$ cat src/rtl/seq_cnt_monitor_if.sv
// seq_cnt_monitor_if: sample/control inputs and status outputs of the
// sequence-counter monitor, bundled so that producer and checker share one port.
// master: drives en/qin/clr and observes status.
// slave:  the monitor itself.
interface seq_cnt_monitor_if #(
    parameter int unsigned WRAP_W = 8,
    parameter int unsigned ERR_W  = 8
) ();
    logic              en;
    logic [3:0]        qin;
    logic              clr;
    logic              locked;
    logic              wrap_pulse;
    logic              err_pulse;
    logic [WRAP_W-1:0] wrap_cnt;
    logic [ERR_W-1:0]  err_cnt;

    modport master (
        output en, qin, clr,
        input  locked, wrap_pulse, err_pulse, wrap_cnt, err_cnt
    );

    modport slave (
        input  en, qin, clr,
        output locked, wrap_pulse, err_pulse, wrap_cnt, err_cnt
    );
endinterface

$ cat src/rtl/seq_cnt_monitor.sv
// seq_cnt_monitor: downstream checker for the 4-bit sequence counter whose
// legal cycle is 0,1,3,7,9,11,13,14,0. It locks onto the stream after
// LOCK_LEN consecutive legal steps, then flags every illegal step, counting
// completed cycles (wrapping) and faults (saturating).
//
// Build option: define SEQ_MON_HOLD_FAULT_EN to make FAULT terminal. The
// monitor then ignores samples until clr (or rst) returns it to IDLE.
// Without it, FAULT resynchronises on the next valid sample like IDLE.
module seq_cnt_monitor #(
    parameter int unsigned LOCK_LEN = 2,
    parameter int unsigned WRAP_W   = 8,
    parameter int unsigned ERR_W    = 8
) (
    input  logic               clk,
    input  logic               rst,
    seq_cnt_monitor_if.slave   bus
);

    // FSM encoding
    localparam logic [1:0] ST_IDLE   = 2'd0;
    localparam logic [1:0] ST_SEARCH = 2'd1;
    localparam logic [1:0] ST_LOCKED = 2'd2;
    localparam logic [1:0] ST_FAULT  = 2'd3;

    localparam logic [3:0]        LOCK_RUN = 4'(LOCK_LEN);
    localparam logic [3:0]        WRAP_SRC = 4'd14;
    localparam logic [WRAP_W-1:0] WRAP_ONE = WRAP_W'(1);
    localparam logic [ERR_W-1:0]  ERR_ONE  = ERR_W'(1);
    localparam logic [ERR_W-1:0]  ERR_MAX  = {ERR_W{1'b1}};

    // Successor of a legal code. Non-members map to 15, which is never a
    // legal successor, so a comparison against it always fails.
    function automatic logic [3:0] succ(input logic [3:0] v);
        logic [3:0] r;
        case (v)
            4'd0:    r = 4'd1;
            4'd1:    r = 4'd3;
            4'd3:    r = 4'd7;
            4'd7:    r = 4'd9;
            4'd9:    r = 4'd11;
            4'd11:   r = 4'd13;
            4'd13:   r = 4'd14;
            4'd14:   r = 4'd0;
            default: r = 4'd15;
        endcase
        return r;
    endfunction

    // True for codes that appear in the legal cycle.
    function automatic logic is_member(input logic [3:0] v);
        logic r;
        case (v)
            4'd0, 4'd1, 4'd3, 4'd7, 4'd9, 4'd11, 4'd13, 4'd14: r = 1'b1;
            default:                                           r = 1'b0;
        endcase
        return r;
    endfunction

    logic [1:0]        state_q,      state_d;
    logic [3:0]        prev_q,       prev_d;
    logic [3:0]        run_q,        run_d;
    logic              locked_q,     locked_d;
    logic              wrap_pulse_q, wrap_pulse_d;
    logic              err_pulse_q,  err_pulse_d;
    logic [WRAP_W-1:0] wrap_cnt_q,   wrap_cnt_d;
    logic [ERR_W-1:0]  err_cnt_q,    err_cnt_d;
    logic              wrap_ev_s;
    logic              err_ev_s;

    // Next-state logic: tracking FSM, last sample and legal-run length.
    always_comb begin
        state_d   = state_q;
        prev_d    = prev_q;
        run_d     = run_q;
        wrap_ev_s = 1'b0;
        err_ev_s  = 1'b0;
        if (bus.en) begin
            case (state_q)
                ST_IDLE: begin
                    if (is_member(bus.qin)) begin
                        prev_d  = bus.qin;
                        run_d   = 4'd0;
                        state_d = ST_SEARCH;
                    end else begin
                        state_d = ST_IDLE;
                    end
                end
                ST_SEARCH: begin
                    if (bus.qin == succ(prev_q)) begin
                        prev_d = bus.qin;
                        run_d  = run_q + 4'd1;
                        if ((run_q + 4'd1) == LOCK_RUN) begin
                            state_d = ST_LOCKED;
                        end else begin
                            state_d = ST_SEARCH;
                        end
                    end else if (is_member(bus.qin)) begin
                        // Restart the run from this code
                        prev_d = bus.qin;
                        run_d  = 4'd0;
                    end else begin
                        run_d   = 4'd0;
                        state_d = ST_IDLE;
                    end
                end
                ST_LOCKED: begin
                    if (bus.qin == succ(prev_q)) begin
                        prev_d = bus.qin;
                        if (prev_q == WRAP_SRC) begin
                            wrap_ev_s = 1'b1;
                        end else begin
                            wrap_ev_s = 1'b0;
                        end
                    end else begin
                        // Includes a repeated value (stall while en=1)
                        err_ev_s = 1'b1;
                        state_d  = ST_FAULT;
                    end
                end
                ST_FAULT: begin
`ifdef SEQ_MON_HOLD_FAULT_EN
                    // Terminal: samples are ignored until clr or rst
                    state_d = ST_FAULT;
`else
                    // Resynchronise exactly as from IDLE
                    if (is_member(bus.qin)) begin
                        prev_d  = bus.qin;
                        run_d   = 4'd0;
                        state_d = ST_SEARCH;
                    end else begin
                        state_d = ST_IDLE;
                    end
`endif
                end
                default: begin
                    state_d = ST_IDLE;
                    prev_d  = 4'd0;
                    run_d   = 4'd0;
                end
            endcase
        end else begin
            state_d = state_q;
        end
`ifdef SEQ_MON_HOLD_FAULT_EN
        if (bus.clr && (state_q == ST_FAULT)) begin
            state_d = ST_IDLE;
            prev_d  = 4'd0;
            run_d   = 4'd0;
        end else begin
            state_d = state_d;
        end
`endif
    end

    // Output/counter next values; clr wins over a same-cycle increment.
    always_comb begin
        locked_d     = (state_d == ST_LOCKED);
        wrap_pulse_d = wrap_ev_s;
        err_pulse_d  = err_ev_s;
        if (bus.clr) begin
            wrap_cnt_d = '0;
        end else if (wrap_ev_s) begin
            wrap_cnt_d = wrap_cnt_q + WRAP_ONE;
        end else begin
            wrap_cnt_d = wrap_cnt_q;
        end
        if (bus.clr) begin
            err_cnt_d = '0;
        end else if (err_ev_s && (err_cnt_q != ERR_MAX)) begin
            err_cnt_d = err_cnt_q + ERR_ONE;
        end else begin
            err_cnt_d = err_cnt_q;
        end
    end

    // State and output registers with asynchronous reset.
    always_ff @(posedge clk or posedge rst) begin
        if (rst) begin
            state_q      <= ST_IDLE;
            prev_q       <= 4'd0;
            run_q        <= 4'd0;
            locked_q     <= 1'b0;
            wrap_pulse_q <= 1'b0;
            err_pulse_q  <= 1'b0;
            wrap_cnt_q   <= '0;
            err_cnt_q    <= '0;
        end else begin
            state_q      <= state_d;
            prev_q       <= prev_d;
            run_q        <= run_d;
            locked_q     <= locked_d;
            wrap_pulse_q <= wrap_pulse_d;
            err_pulse_q  <= err_pulse_d;
            wrap_cnt_q   <= wrap_cnt_d;
            err_cnt_q    <= err_cnt_d;
        end
    end

    assign bus.locked     = locked_q;
    assign bus.wrap_pulse = wrap_pulse_q;
    assign bus.err_pulse  = err_pulse_q;
    assign bus.wrap_cnt   = wrap_cnt_q;
    assign bus.err_cnt    = err_cnt_q;

endmodule

$ cat src/flat_wrapper.sv
// flat-port wrapper written by rule: the top's interface ports become plain ports
module seq_cnt_monitor_flat 
#(
    parameter int unsigned LOCK_LEN = 2,
    parameter int unsigned WRAP_W   = 8,
    parameter int unsigned ERR_W    = 8
)
  (clk, rst, bus_en, bus_qin, bus_clr, bus_locked, bus_wrap_pulse, bus_err_pulse, bus_wrap_cnt, bus_err_cnt);
  seq_cnt_monitor_if #(.WRAP_W(WRAP_W), .ERR_W(ERR_W)) bus_i ();
  input  logic clk;
  input  logic rst;
  input wire logic [$bits(bus_i.en)-1:0] bus_en;
  input wire logic [$bits(bus_i.qin)-1:0] bus_qin;
  input wire logic [$bits(bus_i.clr)-1:0] bus_clr;
  output wire logic [$bits(bus_i.locked)-1:0] bus_locked;
  output wire logic [$bits(bus_i.wrap_pulse)-1:0] bus_wrap_pulse;
  output wire logic [$bits(bus_i.err_pulse)-1:0] bus_err_pulse;
  output wire logic [$bits(bus_i.wrap_cnt)-1:0] bus_wrap_cnt;
  output wire logic [$bits(bus_i.err_cnt)-1:0] bus_err_cnt;
  assign bus_i.en = bus_en;
  assign bus_i.qin = bus_qin;
  assign bus_i.clr = bus_clr;
  assign bus_locked = bus_i.locked;
  assign bus_wrap_pulse = bus_i.wrap_pulse;
  assign bus_err_pulse = bus_i.err_pulse;
  assign bus_wrap_cnt = bus_i.wrap_cnt;
  assign bus_err_cnt = bus_i.err_cnt;
  seq_cnt_monitor #(.LOCK_LEN(LOCK_LEN), .WRAP_W(WRAP_W), .ERR_W(ERR_W)) u_core (.clk(clk), .rst(rst), .bus(bus_i));
endmodule
$ cat config.mk
export PLATFORM = sky130hd
export DESIGN_NAME = seq_cnt_monitor_flat
export DESIGN_NICKNAME = d
export VERILOG_FILES = /design/src/rtl/seq_cnt_monitor_if.sv /design/src/rtl/seq_cnt_monitor.sv /design/src/flat_wrapper.sv
export SDC_FILE = /design/constraint.sdc
export NUM_CORES = 1
export LEC_CHECK = 0
export CAP_MARGIN = 10
export CORE_ASPECT_RATIO = 0.7
export CORE_MARGIN = 1.5
export CORE_UTILIZATION = 40
export CTS_CLUSTER_DIAMETER = 150
export CTS_CLUSTER_SIZE = 30
export DETAILED_ROUTE_END_ITERATION = 6
export MAX_ROUTING_LAYER = met4
export SETUP_SLACK_MARGIN = 0.05
export SYNTH_ARGS = -nofsm -noshare
export SYNTH_HDL_FRONTEND = slang
export SYNTH_SLANG_ARGS = --single-unit
$ cat constraint.sdc
create_clock -name clk -period 4.4 [get_ports clk]
set_clock_uncertainty 0.1 [all_clocks]
set_input_delay 0.44 -clock clk [delete_from_list [all_inputs] [get_ports clk]]
set_output_delay 0.44 -clock clk [all_outputs]
set_load 0.01 [all_outputs]
Word-level counts from Yosys, hierarchy flattened
Memory sizes are Yosys's and may differ from the RTL's.
Index checks and enable logic that the tools add are counted.
- bits in registers: 29
- bits in read-only memories: 176
- bits of input ports: 8
- output and inout bits: 19
- logic and storage cells: 76
- memories kept: 5
- memories (memory ; depth ; width ; rd ports ; clocked after memory_dff ; wr ports ; RTL line ; source):
    (name not given) ; 16 ; 4 ; 1 ; 0 ; 0 ; seq_cnt_monitor.sv:35 ; case (v)
    (name not given) ; 16 ; 4 ; 1 ; 0 ; 0 ; seq_cnt_monitor.sv:35 ;
    (name not given) ; 16 ; 1 ; 1 ; 0 ; 0 ; seq_cnt_monitor.sv:52 ; case (v)
    (name not given) ; 16 ; 1 ; 1 ; 0 ; 0 ; seq_cnt_monitor.sv:52 ;
    (name not given) ; 16 ; 1 ; 1 ; 0 ; 0 ; seq_cnt_monitor.sv:52 ;
- $add $sub $neg: 3
- equal/unequal tests: 13
- mux-type cells: 40
- reduce and logical (&&, ||, !) cells: 7
- operator list (cell ; number):
    two-way mux 4 bit ; 12
    two-way mux 8 bit ; 4
    adder 8 x 1 -> 8 bit, second input constant ; 2
    two-way mux 1 bit ; 16
    case mux 4 bit (4 select lines) ; 1
    case mux 4 bit (3 select lines) ; 1
    two-way mux 2 bit ; 5
    equality test 4 bit ; 2
    != test 8 bit, second input constant ; 1
    case mux 2 bit (4 select lines) ; 1
    equality test 2 bit, second input constant ; 3
    != test 2 x 1 -> 1 bit, second input constant ; 3
    AND reduction 5 bit ; 1
    adder 4 x 1 -> 4 bit, second input constant ; 1
    equality test 4 x 2 -> 1 bit, second input constant ; 1
    equality test 4 bit, second input constant ; 1
    AND reduction 4 bit ; 1
    nonzero test 2 bit ; 2
    != test 3 x 1 -> 1 bit, second input constant ; 1
    nonzero test 3 bit ; 1
    equality test 2 x 1 -> 1 bit, second input constant ; 1
    logical NOT 2 bit ; 1
    logical AND 1 bit ; 1

Logic depth before layout (Yosys ltp)
- depth in word-level cells: 12
- mapped depth: 11
- gate-level depth less buffers: 9

Least setup slack after synthesis
OpenSTA, ideal clock, no wires.
- path type: register to register
- from: register u_core.prev_q[0]
- to: register u_core.wrap_cnt_q[4], in the netlist u_core.bus.wrap_cnt[4]
- setup time: 0.128 ns
- arrival time: 2.369 ns
- data required time: 4.172 ns
- slack: 1.803 ns
- stages on the path, launching flop included: 10
- buffers on the path: 2
- clock period less this slack: 2.597 ns
- path through: dfrtp_1 inv_1 ha_1 buf_6 mux4_2 xor2_1 nand3_1 buf_2 nor4_1 mux2_1
- longest elaborated chain between the ends: 8
- elaborated cells on any way between the ends: 10
- classes of those cells: eq/ne (2); mux (6); reduce/logical (1); memory (1)
- ends and longest elaborated chain (item ; RTL line ; source):
    start: declaration ; seq_cnt_monitor.sv:60 ; logic [3:0] prev_q, prev_d;
    start signal: assignment ; seq_cnt_monitor.sv:189 ; prev_q <= prev_d;
    memory read (16 x 4 bit) ; n/a ;
    two-way mux 4 bit ; seq_cnt_monitor.sv:78 ; case (state_q)
    two-way mux 4 bit ; seq_cnt_monitor.sv:77 ; if (bus.en) begin
    equality test 4 bit ; seq_cnt_monitor.sv:107 ; if (bus.qin == succ(prev_q)) begin
    two-way mux 1 bit (*) ; seq_cnt_monitor.sv:107 ;
    two-way mux 1 bit (*) ; seq_cnt_monitor.sv:78 ;
    two-way mux 1 bit (*) ; seq_cnt_monitor.sv:77 ;
    nonzero test 2 bit (no source line) (*) ; n/a ;
    end signal: assignment ; seq_cnt_monitor.sv:194 ; wrap_cnt_q <= wrap_cnt_d;
    end: declaration ; seq_cnt_monitor.sv:65 ; logic [WRAP_W-1:0] wrap_cnt_q, wrap_cnt_d;
Mark *: on every way between the ends. The rest lies on a longest branch, timed or not. The select of a mux whose other input is x is not followed.
A chain may end at the register's enable or synchronous reset.

Worst setup path in the final report
- from: register u_core.prev_q[0]
- to: register u_core.wrap_cnt_q[6], in the netlist u_core.bus.wrap_cnt[6]
The elaborated chain is that of the path after synthesis.

==> implementation parameters <==
Parameter                              Value

Synth
  Post-synth EDFFs    0
  Post-synthesis cell area    1980 µm²
  Flop and latch count out of synthesis    29
  Register area share after synthesis    0.367
  Number of warnings issued by yosys    0
  Ranking of synthesized cells by instance count    sky130_fd_sc_hd__dfrtp_1, sky130_fd_sc_hd__inv_1, sky130_fd_sc_hd__a21oi_1
  Synthesized net count    236
  Commonest register cell after synthesis    sky130_fd_sc_hd__dfrtp_1
  Cell type with the highest aggregate area in the netlist    sky130_fd_sc_hd__dfrtp_1
  Library cells used by synthesis    54
  Library cell with the highest instance count after synthesis    sky130_fd_sc_hd__dfrtp_1
  Share of synthesized registers carrying an async set or reset    1.00
  Average cell area after synthesis    9.20 µm²
  Portion of synthesized cell area occupied by the leading cell type    0.367
  Dominant cells by area after synthesis    sky130_fd_sc_hd__dfrtp_1, sky130_fd_sc_hd__ha_1, sky130_fd_sc_hd__a21oi_1
  Post-synthesis instance total    215

Global route
  Wire length of the first global-routing pass    7250 µm
  Overflow after GRT    0
  Via count of the first global-routing pass    1499
  Maximum number of pins on one net before global-route repair    30
  Initial antenna violation count    0
  Total GRT Usage    0.179

Die
  Area of the core    4760 µm²
  Die height    61.8 µm
  Number of placement rows    21
  Io pins    27
  DIE AREA    5380 µm²
  Chip width    87.1 µm
  Starting density of the core    0.416

Clocking
  Number of levels the H-tree was split into    2
  Clock sink count    29
  Post-CTS setup buffers    0
  Clock root buffer    sky130_fd_sc_hd__clkbuf_8
  Clock latency at the later pin of the worst-skew pair    280 ps
  CTS tree    yes
  Clock buffer count from CTS    5
  Clock-pin slew on the worst setup and hold paths    60 ps
  Number of gates given a new drive strength after cts    0
  CTS max path bufs    2
  Post-CTS Hold Fix Bufs    0

Power and ir drop
  Static Leak    0.984 nW
  P per Cell Area    422 nW/µm²
  Worst IR Drop VDD    0.306 mV

Final layout
  Area growth, synth to finish    19.6%
  Number of antenna repair diodes    0
  Final net count    260
  Fraction of final layout cells with drive strength greater than 1    0.0669

Drt
  Post-DRT Antenna Nets    0
  Initial DRC count    100
  Vias per std cell    5.39
  Routed vias    1661
  Total DRC errors in the routed layout    0
  Number of optimization iterations in the first detailed-route pass    4
  Routed Wire Length    4210 µm
  Average wire per standard cell    13.7 µm

Place
  Number of input and output port buffers inserted    26
  HPWL after detailed placement    3040 µm
  Final weighted congestion of routability-driven global placement    0.803

Min path
  Worst hold-check path type    in2async

STA
  Post-Route Hold Slack    434 ps
  Rel. slew slack    0.380
  Worst slew pin tran    925 ps
  Final setup viols    0
  Minimum period implied by the final worst setup slack    2950 ps
  Setup TNS    0 ps
  RSZ-0062 raised after global routing    false
  Number of pins with negative max-slew slack in the final report    0
  Final Hold Vio Count    0
  Peak clock frequency supported by timing    339 MHz
  Tcrit/Tclk final    0.671

Worst setup path
  Worst Path Class, Setup    reg2reg
  Critical-path maximum fanout    12
  Worst Path Arrival    3010 ps
  CP Data Required Time    4460 ps
  Critical Path Start Type    register
  Crit. End Element    register

Job
  Number of maximum-capacitance violations    0

Outcome
  Result of the run    finished, final reports clean
layer usage:
| metal | GRT usage | up-vias | wire length, µm |
|---|---|---|---|
| li1 | - | 839 | - |
| met1 | 0.268 | 792 | 2400 |
| met2 | 0.239 | 25 | 1630 |
| met3 | 0.0436 | 5 | 150 |
| met4 | 0.0415 | 0 | 26 |
| met5 | - | - | 0 |
stage by stage:
| stage | setup slack [ps] | utilization | cell area [µm²] | power, mW | std cells |
|---|---|---|---|---|---|
| global placement | 1360 | 0.479 | 2280 | 0.786 | 301 |
| detailed placement | 1300 | 0.479 | 2280 | 0.785 | 301 |
| global route | 1180 | 0.498 | 2370 | 1.08 | 308 |
| finish | 1450 | 0.498 | 2370 | 0.998 | 308 |
| CTS | 1430 | 0.498 | 2370 | 1.01 | 308 |
| floorplan | 1800 | - | 1980 | 0.694 | 215 |
kinds of logic (layout without fill, tap and decap cells):
kind of cell	Yosys count	in the layout	synth area share
AND/OR/NAND/NOR	74	74	0.214
AO/OA/AOI/OAI	54	54	0.177
flip-flops	29	29	0.367
buffers and inverters	28	52	0.0607
adder cells (fa/ha/maj)	13	13	0.0822
multiplexers	12	12	0.0734
XOR/XNOR	5	5	0.0259
registers in the layout (all words and copies together) (netlist names):
signal and cells:
u_core.bus.err_pulse 1, u_core.run_q 4, u_core.bus.locked 1, u_core.bus.wrap_cnt 8, u_core.prev_q 4, u_core.bus.wrap_pulse 1, u_core.state_q 2, u_core.bus.err_cnt 8
critical path, stage by stage (launching register included):
cell and delay (ps):
sky130_fd_sc_hd__dfrtp_1 370, sky130_fd_sc_hd__inv_1 80, sky130_fd_sc_hd__ha_1 310, sky130_fd_sc_hd__mux4_2 550, sky130_fd_sc_hd__xor2_1 250, sky130_fd_sc_hd__nand3_1 370, sky130_fd_sc_hd__nor4_1 440, sky130_fd_sc_hd__mux2_1 360
path summary, 6_finish.rpt:
| kind | from | endpoint | slack, ps | cells past startpoint |
|---|---|---|---|---|
| setup / recovery | u_core.prev_q[0] | u_core.bus.wrap_cnt[6] | 1450 | 7 |
| hold / removal | rst | u_core.bus.err_cnt[5] | 430 | 3 |
| setup reg to reg | u_core.prev_q[0] | u_core.bus.wrap_cnt[6] | 1450 | 7 |
| hold reg to reg | u_core.run_q[3] | u_core.run_q[3] | 470 | 2 |
| max in group asynchronous | rst | u_core.prev_q[2] | 3480 | 3 |
| min in group clk | u_core.run_q[3] | u_core.run_q[3] | 470 | 2 |
power breakdown:
part	leakage (nW)	switching [mW]	internal, mW
Combinational	0.549	0.245	0.182
Clock	0.0443	0.0949	0.124
Sequential	0.390	0.0504	0.302
Total	0.984	0.391	0.608
cell type report:
cell class / instances / area (µm²)
Sequential cell: 29 / 726
Timing Repair Buffer: 27 / 268
Clock buffer: 7 / 86.3
Multi-Input combinational cell: 158 / 1130
Tap cell: 69 / 86.3
Inverter: 18 / 67.6
Fill cell: 454 / 2390
placed cells by master, fill, tap and decap left out, types with 2 or more instances in the layout:
cell / instances
sky130_fd_sc_hd__a21oi_1: 15
sky130_fd_sc_hd__a31oi_1: 3
sky130_fd_sc_hd__a41oi_1: 2
sky130_fd_sc_hd__and2_1: 2
sky130_fd_sc_hd__and3_1: 4
sky130_fd_sc_hd__clkbuf_8: 6
sky130_fd_sc_hd__clkdlybuf4s50_1: 26
sky130_fd_sc_hd__dfrtp_1: 29
sky130_fd_sc_hd__ha_1: 13
sky130_fd_sc_hd__inv_1: 18
sky130_fd_sc_hd__mux2_1: 4
sky130_fd_sc_hd__mux2_2: 3
sky130_fd_sc_hd__mux2i_1: 3
sky130_fd_sc_hd__nand2_1: 14
sky130_fd_sc_hd__nand3_1: 6
sky130_fd_sc_hd__nand4_1: 8
sky130_fd_sc_hd__nor2_1: 9
sky130_fd_sc_hd__nor2b_1: 5
sky130_fd_sc_hd__nor3_1: 2
sky130_fd_sc_hd__nor4_1: 5
sky130_fd_sc_hd__o211ai_1: 3
sky130_fd_sc_hd__o21ai_0: 10
sky130_fd_sc_hd__o21ai_1: 2
sky130_fd_sc_hd__o22ai_1: 2
sky130_fd_sc_hd__o31ai_1: 5
sky130_fd_sc_hd__o41ai_1: 2
sky130_fd_sc_hd__or3_1: 5
sky130_fd_sc_hd__or4_1: 5
sky130_fd_sc_hd__xor2_1: 3
Note: power is estimated with default switching activity, not from simulation.
